==> src/rtl/mem_stage_if.sv <==
// Signal bundle around the MEM stage: EXE input bus, data SRAM response,
// WB output bus and the bypass/stall feedback toward ID.
interface mem_stage_if #(
    parameter int EXE_TO_MEM_BUS_WD = 72,
    parameter int MEM_TO_WB_BUS_WD  = 71
);
    logic                         wb_allowin;
    logic                         mem_allowin;
    logic                         exe_to_mem_valid;
    logic [EXE_TO_MEM_BUS_WD-1:0] exe_to_mem_bus;
    logic [31:0]                  data_sram_rdata;
    logic                         data_sram_rvalid;
    logic                         mem_to_wb_valid;
    logic [MEM_TO_WB_BUS_WD-1:0]  mem_to_wb_bus;
    logic [31:0]                  mem_to_id_bypass;
    logic [4:0]                   mem_to_id_rdbypass;
    logic                         mem_to_id_rfwenbypass;
    logic                         mem_to_id_loadbypass;
    logic                         mem_err;

    modport slave (
        input  wb_allowin, exe_to_mem_valid, exe_to_mem_bus,
               data_sram_rdata, data_sram_rvalid,
        output mem_allowin, mem_to_wb_valid, mem_to_wb_bus,
               mem_to_id_bypass, mem_to_id_rdbypass,
               mem_to_id_rfwenbypass, mem_to_id_loadbypass, mem_err
    );

    modport master (
        output wb_allowin, exe_to_mem_valid, exe_to_mem_bus,
               data_sram_rdata, data_sram_rvalid,
        input  mem_allowin, mem_to_wb_valid, mem_to_wb_bus,
               mem_to_id_bypass, mem_to_id_rdbypass,
               mem_to_id_rfwenbypass, mem_to_id_loadbypass, mem_err
    );
endinterface

==> src/rtl/mem_stage.sv <==
// MEM pipeline stage: holds the EXE result, waits for load data (with timeout),
// selects/sign-extends the load byte and forwards the writeback bus to WB.
module mem_stage #(
    parameter int EXE_TO_MEM_BUS_WD = 72,
    parameter int MEM_TO_WB_BUS_WD  = 71,
    parameter int RDATA_TIMEOUT     = 255
) (
    input  logic       clk,
    input  logic       reset,
    mem_stage_if.slave io_if
);
    typedef enum logic [1:0] {S_IDLE, S_WAIT, S_DONE} state_t;

    localparam logic [7:0] TIMEOUT = 8'(RDATA_TIMEOUT);

    state_t                       r_state;
    state_t                       w_state_next;
    logic                         r_mem_valid;
    logic [EXE_TO_MEM_BUS_WD-1:0] r_bus;
    logic [7:0]                   r_cnt;
    logic                         r_err;
    logic [31:0]                  r_rbuf;

    logic                         w_dst_load;
    logic                         w_dst_wb;
    logic [31:0]                  w_alu;
    logic [4:0]                   w_rd;
    logic                         w_rvalid;
    logic                         w_timeout;
    logic                         w_ready_go;
    logic [31:0]                  w_rdata;
    logic                         w_mem_allowin;
    logic                         w_load_in;
    logic [7:0]                   w_lane [4];
    logic [7:0]                   w_byte;
    logic [31:0]                  w_final;

    assign w_dst_load = r_bus[71];
    assign w_dst_wb   = r_bus[70];
    assign w_alu      = r_bus[69:38];
    assign w_rd       = r_bus[37:33];
    assign w_rvalid   = io_if.data_sram_rvalid;
    // Timeout only forces completion when the real response did not arrive this cycle.
    assign w_timeout  = (r_state == S_WAIT) && !w_rvalid && (r_cnt == TIMEOUT);

    assign w_mem_allowin = !r_mem_valid || (w_ready_go && io_if.wb_allowin);
    assign w_load_in     = io_if.exe_to_mem_valid && w_mem_allowin && io_if.exe_to_mem_bus[71];

    // State register
    always_ff @(posedge clk) begin
        if (reset) begin
            r_state <= S_IDLE;
        end else begin
            r_state <= w_state_next;
        end
    end

    // Next-state logic
    always_comb begin
        w_state_next = r_state;
        case (r_state)
            S_IDLE: begin
                if (w_load_in) w_state_next = S_WAIT;
            end
            S_WAIT: begin
                if (w_rvalid && !io_if.wb_allowin) begin
                    w_state_next = S_DONE;
                end else if ((w_rvalid || r_cnt == TIMEOUT) && io_if.wb_allowin) begin
                    w_state_next = w_load_in ? S_WAIT : S_IDLE;
                end
            end
            S_DONE: begin
                if (io_if.wb_allowin) w_state_next = w_load_in ? S_WAIT : S_IDLE;
            end
            default: w_state_next = S_IDLE;
        endcase
    end

    // Output logic: completion and load-data source
    always_comb begin
        w_ready_go = !w_dst_load;
        w_rdata    = io_if.data_sram_rdata;
        case (r_state)
            S_WAIT: begin
                if (w_rvalid || r_cnt == TIMEOUT) w_ready_go = 1'b1;
                if (w_timeout) w_rdata = 32'h0;
            end
            S_DONE: begin
                w_ready_go = 1'b1;
                w_rdata    = r_rbuf;
            end
            default: ;
        endcase
    end

    always_ff @(posedge clk) begin
        if (reset) begin
            r_mem_valid <= 1'b0;
            r_bus       <= '0;
            r_cnt       <= 8'd0;
            r_err       <= 1'b0;
            r_rbuf      <= 32'h0;
        end else begin
            if (w_mem_allowin) r_mem_valid <= io_if.exe_to_mem_valid;
            if (io_if.exe_to_mem_valid && w_mem_allowin) r_bus <= io_if.exe_to_mem_bus;
            if (w_load_in) begin
                r_cnt <= 8'd0;
            end else if (r_state == S_WAIT && !w_rvalid && r_cnt != TIMEOUT) begin
                r_cnt <= r_cnt + 8'd1;
            end
            if (w_timeout) r_err <= 1'b1;
            if (r_state == S_WAIT && w_rvalid && !io_if.wb_allowin) r_rbuf <= io_if.data_sram_rdata;
        end
    end

    generate
        for (genvar gi = 0; gi < 4; gi++) begin : g_lane
            assign w_lane[gi] = w_rdata[8*gi +: 8];
        end
    endgenerate

    assign w_byte  = w_lane[w_alu[1:0]];
    assign w_final = w_dst_load ? {{24{w_byte[7]}}, w_byte} : w_alu;

    assign io_if.mem_allowin           = w_mem_allowin;
    assign io_if.mem_to_wb_valid       = r_mem_valid && w_ready_go;
    assign io_if.mem_to_wb_bus         = {w_dst_wb, w_final, w_rd, r_bus[32:0]};
    assign io_if.mem_to_id_bypass      = w_final;
    assign io_if.mem_to_id_rdbypass    = w_rd;
    assign io_if.mem_to_id_rfwenbypass = r_mem_valid && w_dst_wb;
    assign io_if.mem_to_id_loadbypass  = r_mem_valid && w_dst_load && !w_ready_go;
    assign io_if.mem_err               = r_err;
endmodule

==> src/flat_wrapper.sv <==
// flat-port wrapper written by rule: the top's interface ports become plain ports
module mem_stage_flat 
#(
    parameter int EXE_TO_MEM_BUS_WD = 72,
    parameter int MEM_TO_WB_BUS_WD  = 71,
    parameter int RDATA_TIMEOUT     = 255
)
  (clk, reset, io_if_wb_allowin, io_if_exe_to_mem_valid, io_if_exe_to_mem_bus, io_if_data_sram_rdata, io_if_data_sram_rvalid, io_if_mem_allowin, io_if_mem_to_wb_valid, io_if_mem_to_wb_bus, io_if_mem_to_id_bypass, io_if_mem_to_id_rdbypass, io_if_mem_to_id_rfwenbypass, io_if_mem_to_id_loadbypass, io_if_mem_err);
  mem_stage_if #(.EXE_TO_MEM_BUS_WD(EXE_TO_MEM_BUS_WD), .MEM_TO_WB_BUS_WD(MEM_TO_WB_BUS_WD)) io_if_i ();
  input  logic clk;
  input  logic reset;
  input wire logic [$bits(io_if_i.wb_allowin)-1:0] io_if_wb_allowin;
  input wire logic [$bits(io_if_i.exe_to_mem_valid)-1:0] io_if_exe_to_mem_valid;
  input wire logic [$bits(io_if_i.exe_to_mem_bus)-1:0] io_if_exe_to_mem_bus;
  input wire logic [$bits(io_if_i.data_sram_rdata)-1:0] io_if_data_sram_rdata;
  input wire logic [$bits(io_if_i.data_sram_rvalid)-1:0] io_if_data_sram_rvalid;
  output wire logic [$bits(io_if_i.mem_allowin)-1:0] io_if_mem_allowin;
  output wire logic [$bits(io_if_i.mem_to_wb_valid)-1:0] io_if_mem_to_wb_valid;
  output wire logic [$bits(io_if_i.mem_to_wb_bus)-1:0] io_if_mem_to_wb_bus;
  output wire logic [$bits(io_if_i.mem_to_id_bypass)-1:0] io_if_mem_to_id_bypass;
  output wire logic [$bits(io_if_i.mem_to_id_rdbypass)-1:0] io_if_mem_to_id_rdbypass;
  output wire logic [$bits(io_if_i.mem_to_id_rfwenbypass)-1:0] io_if_mem_to_id_rfwenbypass;
  output wire logic [$bits(io_if_i.mem_to_id_loadbypass)-1:0] io_if_mem_to_id_loadbypass;
  output wire logic [$bits(io_if_i.mem_err)-1:0] io_if_mem_err;
  assign io_if_i.wb_allowin = io_if_wb_allowin;
  assign io_if_i.exe_to_mem_valid = io_if_exe_to_mem_valid;
  assign io_if_i.exe_to_mem_bus = io_if_exe_to_mem_bus;
  assign io_if_i.data_sram_rdata = io_if_data_sram_rdata;
  assign io_if_i.data_sram_rvalid = io_if_data_sram_rvalid;
  assign io_if_mem_allowin = io_if_i.mem_allowin;
  assign io_if_mem_to_wb_valid = io_if_i.mem_to_wb_valid;
  assign io_if_mem_to_wb_bus = io_if_i.mem_to_wb_bus;
  assign io_if_mem_to_id_bypass = io_if_i.mem_to_id_bypass;
  assign io_if_mem_to_id_rdbypass = io_if_i.mem_to_id_rdbypass;
  assign io_if_mem_to_id_rfwenbypass = io_if_i.mem_to_id_rfwenbypass;
  assign io_if_mem_to_id_loadbypass = io_if_i.mem_to_id_loadbypass;
  assign io_if_mem_err = io_if_i.mem_err;
  mem_stage #(.EXE_TO_MEM_BUS_WD(EXE_TO_MEM_BUS_WD), .MEM_TO_WB_BUS_WD(MEM_TO_WB_BUS_WD), .RDATA_TIMEOUT(RDATA_TIMEOUT)) u_core (.clk(clk), .reset(reset), .io_if(io_if_i));
endmodule
==> config.mk <==
export PLATFORM = sky130hd
export DESIGN_NAME = mem_stage_flat
export DESIGN_NICKNAME = d
export VERILOG_FILES = /design/src/rtl/mem_stage_if.sv /design/src/rtl/mem_stage.sv /design/src/flat_wrapper.sv
export SDC_FILE = /design/constraint.sdc
export NUM_CORES = 1
export LEC_CHECK = 0
export ABC_AREA = 1
export ABC_CLOCK_PERIOD_IN_PS = 3100
export CAP_MARGIN = 20
export CORE_ASPECT_RATIO = 2
export CORE_MARGIN = 2
export CORE_UTILIZATION = 44
export CTS_BUF_LIST = sky130_fd_sc_hd__clkbuf_16
export CTS_CLUSTER_DIAMETER = 30
export DETAILED_ROUTE_END_ITERATION = 10
export PLACE_DENSITY = 0.9
export REMOVE_ABC_BUFFERS = 1
export SETUP_SLACK_MARGIN = 0.1
export SYNTH_ARGS = -nofsm -noshare
export SYNTH_HDL_FRONTEND = slang
export SYNTH_SLANG_ARGS = --single-unit
==> constraint.sdc <==
create_clock -name clk -period 3.1 [get_ports clk]
set_input_delay 0.93 -clock clk [delete_from_list [all_inputs] [get_ports clk]]
set_output_delay 0.93 -clock clk [all_outputs]
set_load 0.01 [all_outputs]
Word level (Yosys, flattened, before mapping)
Cells that the tools add are included.
- flip-flop bits (word level): 116
- input port bits: 109
- word-level logic and storage cells: 54
- add/subtract/negate cells: 1
- magnitude comparators: 1
- equality and inequality tests: 7
- muxes and demuxes: 14
- bitwise gates (word level): 1
- reduce and logical (&&, ||, !) cells: 24
- operator list (kind ; count):
    $mux W32 ; 2
    $pmux W32 S2 ; 1
    $bmux W8 S2 ; 1
    $mux W8 ; 2
    $logic_and A1 B1 Y1 ; 14
    $add A8 B1 Y8 const B ; 1
    $eq A8 B8 Y1 const B ; 1
    $mux W2 ; 4
    $ne A8 B8 Y1 const B ; 1
    $pmux W2 S3 ; 1
    $logic_not A1 Y1 ; 5
    $ge A3 B3 Y1 const B ; 1
    $ne A3 B3 Y1 const B ; 1
    $not A2 Y3 ; 1
    $reduce_and A3 Y1 ; 1
    $eq A2 B1 Y1 const B ; 1
    $eq A2 B2 Y1 const B ; 1
    $logic_not A2 Y1 ; 1
    $logic_or A1 B1 Y1 ; 2
    $mux W1 ; 2
    $ne A2 B1 Y1 const B ; 1
    $ne A2 B2 Y1 const B ; 1
    $pmux W1 S2 ; 1
    $reduce_or A2 Y1 ; 1

Depth between registers and ports, before layout
Gate-level depths: netlist (run 1).
- word-level depth: 12
- depth in mapped cells: 15

Worst setup path after synthesis (run 1)
Ideal clock, no wire load.
- kind: input to output
- start: input io_if_data_sram_rvalid
- end: output io_if_mem_to_wb_bus[43]
- data arrival time: 2.178 ns
- setup slack: -0.008 ns
- stages: 11
- buffers on the path: 3
- cell sequence: nor2_1 inv_1 nor2_1 o21ai_2 buf_6 buf_6 a22oi_1 nand2_1 nand3_1 nand3_1 buf_4
- word-level cells in the longest chain between the ends: 9
- RTL lines (item ; RTL line ; RTL):
    start: declaration ; flat_wrapper.sv:16 ; input wire logic [$bits(io_if_i.data_sram_rvalid)-1:0] io_if_data_sram_rvalid;
    $logic_not A1 Y1 ; mem_stage.sv:44 ; assign w_timeout = (r_state == S_WAIT) && !w_rvalid && (r_cnt == TIMEOUT);
    $logic_and A1 B1 Y1 (2 in a row) ; mem_stage.sv:44 ;
    $mux W32 ; mem_stage.sv:86 ; if (w_timeout) w_rdata = 32'h0;
    $pmux W32 S2 ; mem_stage.sv:83 ; case (r_state)
    $bmux W8 S2 ; mem_stage.sv:122 ; assign w_byte = w_lane[w_alu[1:0]];
    $mux W8 (implied by the code) (2 in a row) ; mem_stage.sv:122 ;
    $mux W32 ; mem_stage.sv:123 ; assign w_final = w_dst_load ? {{24{w_byte[7]}}, w_byte} : w_alu;
    end: declaration ; flat_wrapper.sv:19 ; output wire logic [$bits(io_if_i.mem_to_wb_bus)-1:0] io_if_mem_to_wb_bus;
No other way between the ends. The select of a mux whose other input is x is not followed.

Worst setup path after layout (run 1)
- start: input io_if_data_sram_rvalid
- end: output io_if_mem_to_id_bypass[3]
- word-level cells in the longest chain between the ends: 9
- RTL lines (item ; RTL line ; RTL):
    $logic_not A1 Y1 ; mem_stage.sv:44 ;
    $logic_and A1 B1 Y1 (2 in a row) ; mem_stage.sv:44 ;
    $mux W32 ; mem_stage.sv:86 ;
    $pmux W32 S2 ; mem_stage.sv:83 ;
    $bmux W8 S2 ; mem_stage.sv:122 ;
    $mux W8 (implied by the code) (2 in a row) ; mem_stage.sv:122 ;
    $mux W32 ; mem_stage.sv:123 ;
    end: declaration ; flat_wrapper.sv:20 ; output wire logic [$bits(io_if_i.mem_to_id_bypass)-1:0] io_if_mem_to_id_bypass;
No other way between the ends. The select of a mux whose other input is x is not followed.

==> summary.txt, run 1 <==
Run status - finished, violations left
Failing checks - setup timing
Crit path kind - in2out
Async SR Flop Fraction - 0%
Fmax - 288 MHz
CP Capture Type - output port
CP dominant cell by count - nand2_1
RSZ-0062 raised after global routing - yes
FF+latch count, synth - 116
Multiplexer area fraction after synthesis - 0%
Cell taking the most area after synthesis - dfxtp_1
Post-Synth XOR/XNOR Area - 0.763%
Worst reg2reg path startpoint - u_core.r_cnt[0]
Pins Over Slew Limit - 0
Layout cell share with drive strength beyond 1 - 25.4%
Yosys cell types - 31
Clk slew on worst S/H paths - 0.06 ns
Drt initial violations - 477
Cell area after placement - 7640 sq um
Slew @ Worst Pin - 1.11 ns
Clock skew - 0.00935 ns
Core area - 12800 sq um
Detail Route Antenna Nets - 0
Final wirelength - 20200 um
Die footprint - 14000 sq um
Initial core utilization - 44.7%
Num CTS Buffers - 17
Per-cell routed wire length - 17.6 um
Drt first pass iters - 5
DPL Wire Length - 12100 um
Hold_sp - u_core.r_bus[3]
Clk_lat worst skew - 0.41 ns
CTS root buffer - clkbuf_16
Synth top area share - 40.5%
Most common cell after layout, fill and taps aside - nor2_1
Startpoint Class - input port
Final worst path period share - 112%
Relative slew margins - 26.0%
Max Cap Viol - 0
Clock Tree Buf Depth - 2
Post-synthesis compound-gate area fraction - 14.3%
CTS Hold Buffers Added - 0
Syn Inst Count - 809
Hold WS - 0.479 ns
Largest net degree at the start of global routing - 70
EDFF count, synth - 0
Leak - 4.11 nW
Synth Area in Adders - 1.09%
Setup TNS - -17.66 ns
P per Cell Area - 536 nW/um^2
Nets@finish - 1097
VDD IR max - 491 uV
CP peak stage delay - 0.19 ns
# port buffers - 221
Worst-path cell chain - buf_8, nor2_4, inv_2, nor2_4, o21ai_4, buf_6, buf_6, buf_12, a22oi_1, nand2_1, nand3_2, nand2_2, nand2_1, nand2_1, buf_2
Post-synthesis simple-gate area fraction - 26.9%
Total global-route track usage - 27.7%
Vias in the first global route - 6372
Vias post-DR - 6247
RePlAce Congestion - 0.897
Initial antenna violation count - 1
Mapped Avg Cell Area - 7.09 sq um
Top post-synthesis cells by area - dfxtp_1 (40%), nor2_1 (15%), buf_4 (10%)
Placed cells - 1092
CP Data Required Time - 2.17 ns
Area delta synth->final - 59.8%
Setup crit start - io_if_data_sram_rvalid
First-pass GRT wire length - 30800 um
Final min period - 3.48 ns
H-tree levels - 4
Critical-path cell with the highest stage delay - a22oi_1
TritonCTS clock tree - yes
Util after Layout - 71.4%
Die Ht - 166 um
Sequential share of the synthesized area - 40.5%
Syn Std Cell Area - 5740 sq um
Vias/cell - 5.44
Worst setup margin - -0.377 ns
Clk sinks - 116
Fin cells - 1148
Final Cell Area - 9170 sq um
Final setup viols - 64
Commonest non-fill, non-tap cells in the layout - nor2_1 (219), clkdlybuf4s50_1 (150), dfxtp_1 (110), nand2_1 (99)
Most used flip-flop cell after synthesis - dfxtp_1
Worst Hold Class - reg2reg
Largest family of logic cells by synthesized area - simple AND/OR/NAND/NOR gates
I/O pins - 222
Site Rows - 59
Total grt overflow - 0
Worst path arrival time - 2.55 ns
Synth warn - 0
Residual DRC count - 0
Largest fanout on the critical path - 7
Die Span X - 84.8 um
Final Hold Vio Count - 0
-- registers in the layout, summed over array words and instances (netlist names) --
| register | flops |
|---|---|
| u_core.io_if.mem_err | 1 |
| u_core.r_bus | 72 |
| u_core.r_cnt | 8 |
| u_core.r_mem_valid | 1 |
| u_core.r_rbuf | 32 |
| u_core.r_state | 2 |
-- metal layers --
| layer | part of all wire [%] | wire length [um] | track usage (%) |
|---|---|---|---|
| met1 | 35 | 7110 | 29.3 |
| met2 | 51 | 10300 | 48.4 |
| met3 | 11 | 2130 | 10.2 |
| met4 | 3.5 | 704 | 13.1 |
| met5 | 0 | 0 | 0 |
-- power breakdown --
group          switching [mW]  internal, mW  leakage [nW]
Clock                   0.751          1.35         0.293
Combinational           0.558         0.610          2.86
Sequential             0.0607          1.59         0.957
Total                    1.37          3.55          4.11
-- metrics by stage --
step / total power [mW] / setup WS (ns)
floorplan: 2.05 / -0.378
global placement: 2.63 / -1.00
detailed placement: 2.65 / -1.09
CTS: 4.88 / -0.195
global route: 5.10 / -0.432
finish: 4.92 / -0.377
-- repair_timing --
item / in CTS / in global routing
setup endpoints to repair: 67 / 67
resized for setup: 431 / 34
buffers inserted: 21 / 2
pin swaps: 20 / 29
gates cloned: 3 / 0
-- critical path: cells and delay by family --
family | cells | cell delay, ns
buf+inv | 6 | 0.70
simple gates | 7 | 0.66
compound gates | 2 | 0.26
-- final cells by class --
type	count	area, sq um
clock inverters	14	203
clock buffers	17	425
repair buffers	281	2880
inverters	25	96.3
diodes	1	2.50
flip-flops and latches	116	2330
well taps	152	190
fillers	872	3670
multi-input cells	542	3040
-- synthesized netlist by cell type (2+ instances only) --
cell type  count
ha_1           5
buf_2          9
a21oi_1       10
nor2_2         2
nand2_4        2
nand2_1      106
nand3_2        2
o21ai_1       37
buf_4         79
nor2_1       222
buf_6          9
nand2_2        2
xor2_1         4
nand3_1       44
clkbuf_1      29
o21ai_0       70
a22oi_1       27
inv_1         22
dfxtp_1      116
-- final timing paths --
path | end | cells past startpoint | slack [ns]
setup / recovery | io_if_mem_to_id_bypass[3] | 15 | -0.38
hold / removal | u_core.r_bus[3] | 2 | 0.48
setup reg to reg | u_core.r_bus[4] | 16 | 0.71
hold reg to reg | u_core.r_bus[3] | 2 | 0.48
-- cell families (layout without fill, tap and decap cells) --
group,Yosys count,count (layout)
XOR/XNOR,5,5
other,0,1
adder cells (fa/ha/maj),5,5
buffers and inverters,151,337
flip-flops,116,116
AND/OR/NAND/NOR,384,384
AO/OA/AOI/OAI,148,148
Note: power is estimated with default switching activity, not from simulation.
==> inputs of run 2 (changes only) <==
Settings changed: ABC_CLOCK_PERIOD_IN_PS 3100 to not set, CORE_UTILIZATION 44 to 35, PLACE_DENSITY 0.9 to 0.76.
==> run 2 against run 1 <==
The flow still finishes with violations (setup timing); non-clock buffer count increased by 10; sequential share of layout area decreased by 0.83 points; first-iteration DRC count shrank 61%; largest cell class is now non-clock buffers; largest power group unchanged.
==> summary.txt, run 2 (synthesis gave the netlist of run 1 again) <==
Hold-critical path endpoint - u_core.r_bus[51]
Clock skew - 0.0113 ns
Worst setup margin - -0.376 ns
Max reg flops - 72
CP Data Required Time - 2.17 ns
Area delta synth->final - 65.0%
DPL Wire Length - 12100 um
# port buffers - 221
Nets@finish - 1107
Pins Over Slew Limit - 0
Met2 WL - 11200 um
Per-cell routed wire length - 16.3 um
Startpoint Class - input port
Crit path kind - in2out
Setup TNS - -16.61 ns
WHS Path Cells - 2
Die Span X - 94.5 um
Run status - finished, violations left
Final Hold Vio Count - 0
Largest net degree at the start of global routing - 77
Post-place setup slack - -0.962 ns
Residual DRC count - 0
Commonest non-fill, non-tap cells in the layout - nor2_1 (219), clkdlybuf4s50_1 (153), dfxtp_1 (112), nand2_1 (99), buf_6 (73)
Initial antenna violation count - 2
Worst R2R Setup Slack - 0.78 ns
Total grt overflow - 0
Clock Tree Buf Depth - 2
Site Rows - 66
Core area - 16200 sq um
Hold_sp - u_core.r_bus[51]
Relative slew margins - 51.6%
Worst Hold Class - reg2reg
Failing checks - setup timing
M1 WL - 6780 um
TritonCTS clock tree - yes
Design Power - 4.94 mW
Slew @ Worst Pin - 0.725 ns
Fmax - 288 MHz
First-pass GRT wire length - 29300 um
Biggest register - u_core.r_bus
Final min period - 3.48 ns
Most common cell after layout, fill and taps aside - nor2_1
Detail Route Antenna Nets - 0
Leak - 4.22 nW
P per Cell Area - 521 nW/um^2
Die Ht - 185 um
Clk_lat worst skew - 0.41 ns
Max Cap Viol - 0
Largest fanout on the critical path - 6
Num CTS Buffers - 17
VDD IR max - 465 uV
Top Metal Used - met4
RSZ-0062 raised after global routing - yes
DR WL met3 - 910 um
Reg2reg end - u_core.r_bus[1]
RePlAce Congestion - 0.784
I/O pins - 222
Layout cell share with drive strength beyond 1 - 25.7%
Worst path arrival time - 2.55 ns
CP Capture Type - output port
Vias post-DR - 5939
Clk slew on worst S/H paths - 0.05 ns
Worst reg2reg path startpoint - u_core.r_cnt[1]
CTS Hold Buffers Added - 0
H-tree levels - 4
CTS root buffer - clkbuf_16
Clk sinks - 116
Drt first pass iters - 5
Die footprint - 17500 sq um
Initial core utilization - 35.5%
Biggest regs - u_core.r_bus: 72 flops, u_core.r_rbuf: 32 flops, u_core.r_cnt: 8 flops
Total global-route track usage - 21.8%
Final worst path period share - 112%
Drt initial violations - 188
Final wirelength - 19800 um
Worst Reg2Reg Path Length in Cells - 16
Vias in the first global route - 5855
Hold WS - 0.481 ns
Final setup viols - 64
Vias/cell - 4.90
## run 2: cell types whose count changed in the layout (fill, tap and decap cells not counted), moves of 5 or more
cell	previous run	this run
buf_12	8	13
buf_6	68	73
nand3_1	6	14
nand3_2	12	5
## run 2: layer usage
| metal | track usage, % | up-vias |
|---|---|---|
| met4 | 13.2 | 0 |
| met2 | 41.2 | 231 |
| li1 | - | 2912 |
| met1 | 21.4 | 2744 |
| met3 | 3.66 | 52 |
| met5 | 0 | - |
## run 2: final cells by class
| cell class | instances | area, sq um |
|---|---|---|
| well taps | 204 | 255 |
| inverters | 25 | 98.8 |
| flip-flops and latches | 116 | 2330 |
| clock buffers | 17 | 425 |
| diodes | 2 | 5.00 |
| repair buffers | 291 | 3120 |
| clock inverters | 14 | 213 |
| multi-input cells | 542 | 3030 |
| fillers | 1416 | 6720 |
## run 2: power by group
part / leakage [nW] / internal [mW] / switching [mW]
combinational: 2.96 / 0.625 / 0.536
sequential: 0.956 / 1.59 / 0.0577
clock: 0.306 / 1.42 / 0.713
## run 2: how the worst max path moves through the flow
stage | from | end | slack, ns | cells after the start
after floorplan | io_if_data_sram_rvalid | io_if_mem_to_id_bypass[10] | -0.38 | 8
after global placement | io_if_data_sram_rvalid | io_if_mem_to_wb_bus[69] | -0.95 | 12
after detailed placement | io_if_data_sram_rvalid | io_if_mem_to_id_bypass[31] | -0.96 | 12
after CTS | u_core.r_state[1] | io_if_mem_to_wb_bus[66] | -0.25 | 17
after global routing | io_if_data_sram_rvalid | io_if_mem_to_wb_bus[43] | -0.44 | 14
final | io_if_data_sram_rvalid | io_if_mem_to_id_bypass[5] | -0.38 | 14
## run 2: stage by stage
stage / instance area [sq um] / instances / utilization, %
global placement: 7710 / 1147 / 47.7
detailed placement: 7710 / 1147 / 47.7
global route: 9470 / 1211 / 58.5
CTS: 9200 / 1204 / 56.8
finish: 9470 / 1211 / 58.5
floorplan: 4890 / 683 / -
## run 2: critical path, stage by stage
cell and delay (ns):
buf_8 0.10, nor2_4 0.11, inv_2 0.05, nor2_4 0.12, o21ai_2 0.09, buf_12 0.14, buf_8 0.13, buf_12 0.12
buf_6 0.11, a22oi_2 0.13, nand2_1 0.12, nand3_2 0.11, nand3_2 0.12, buf_6 0.15
## run 2: timing repair
action                     in CTS  in global routing
buffers inserted               21                  5
pin swaps                      18                 34
gates cloned                    5                  1
gates resized for setup       418                 44
setup endpoints to repair      67                 66
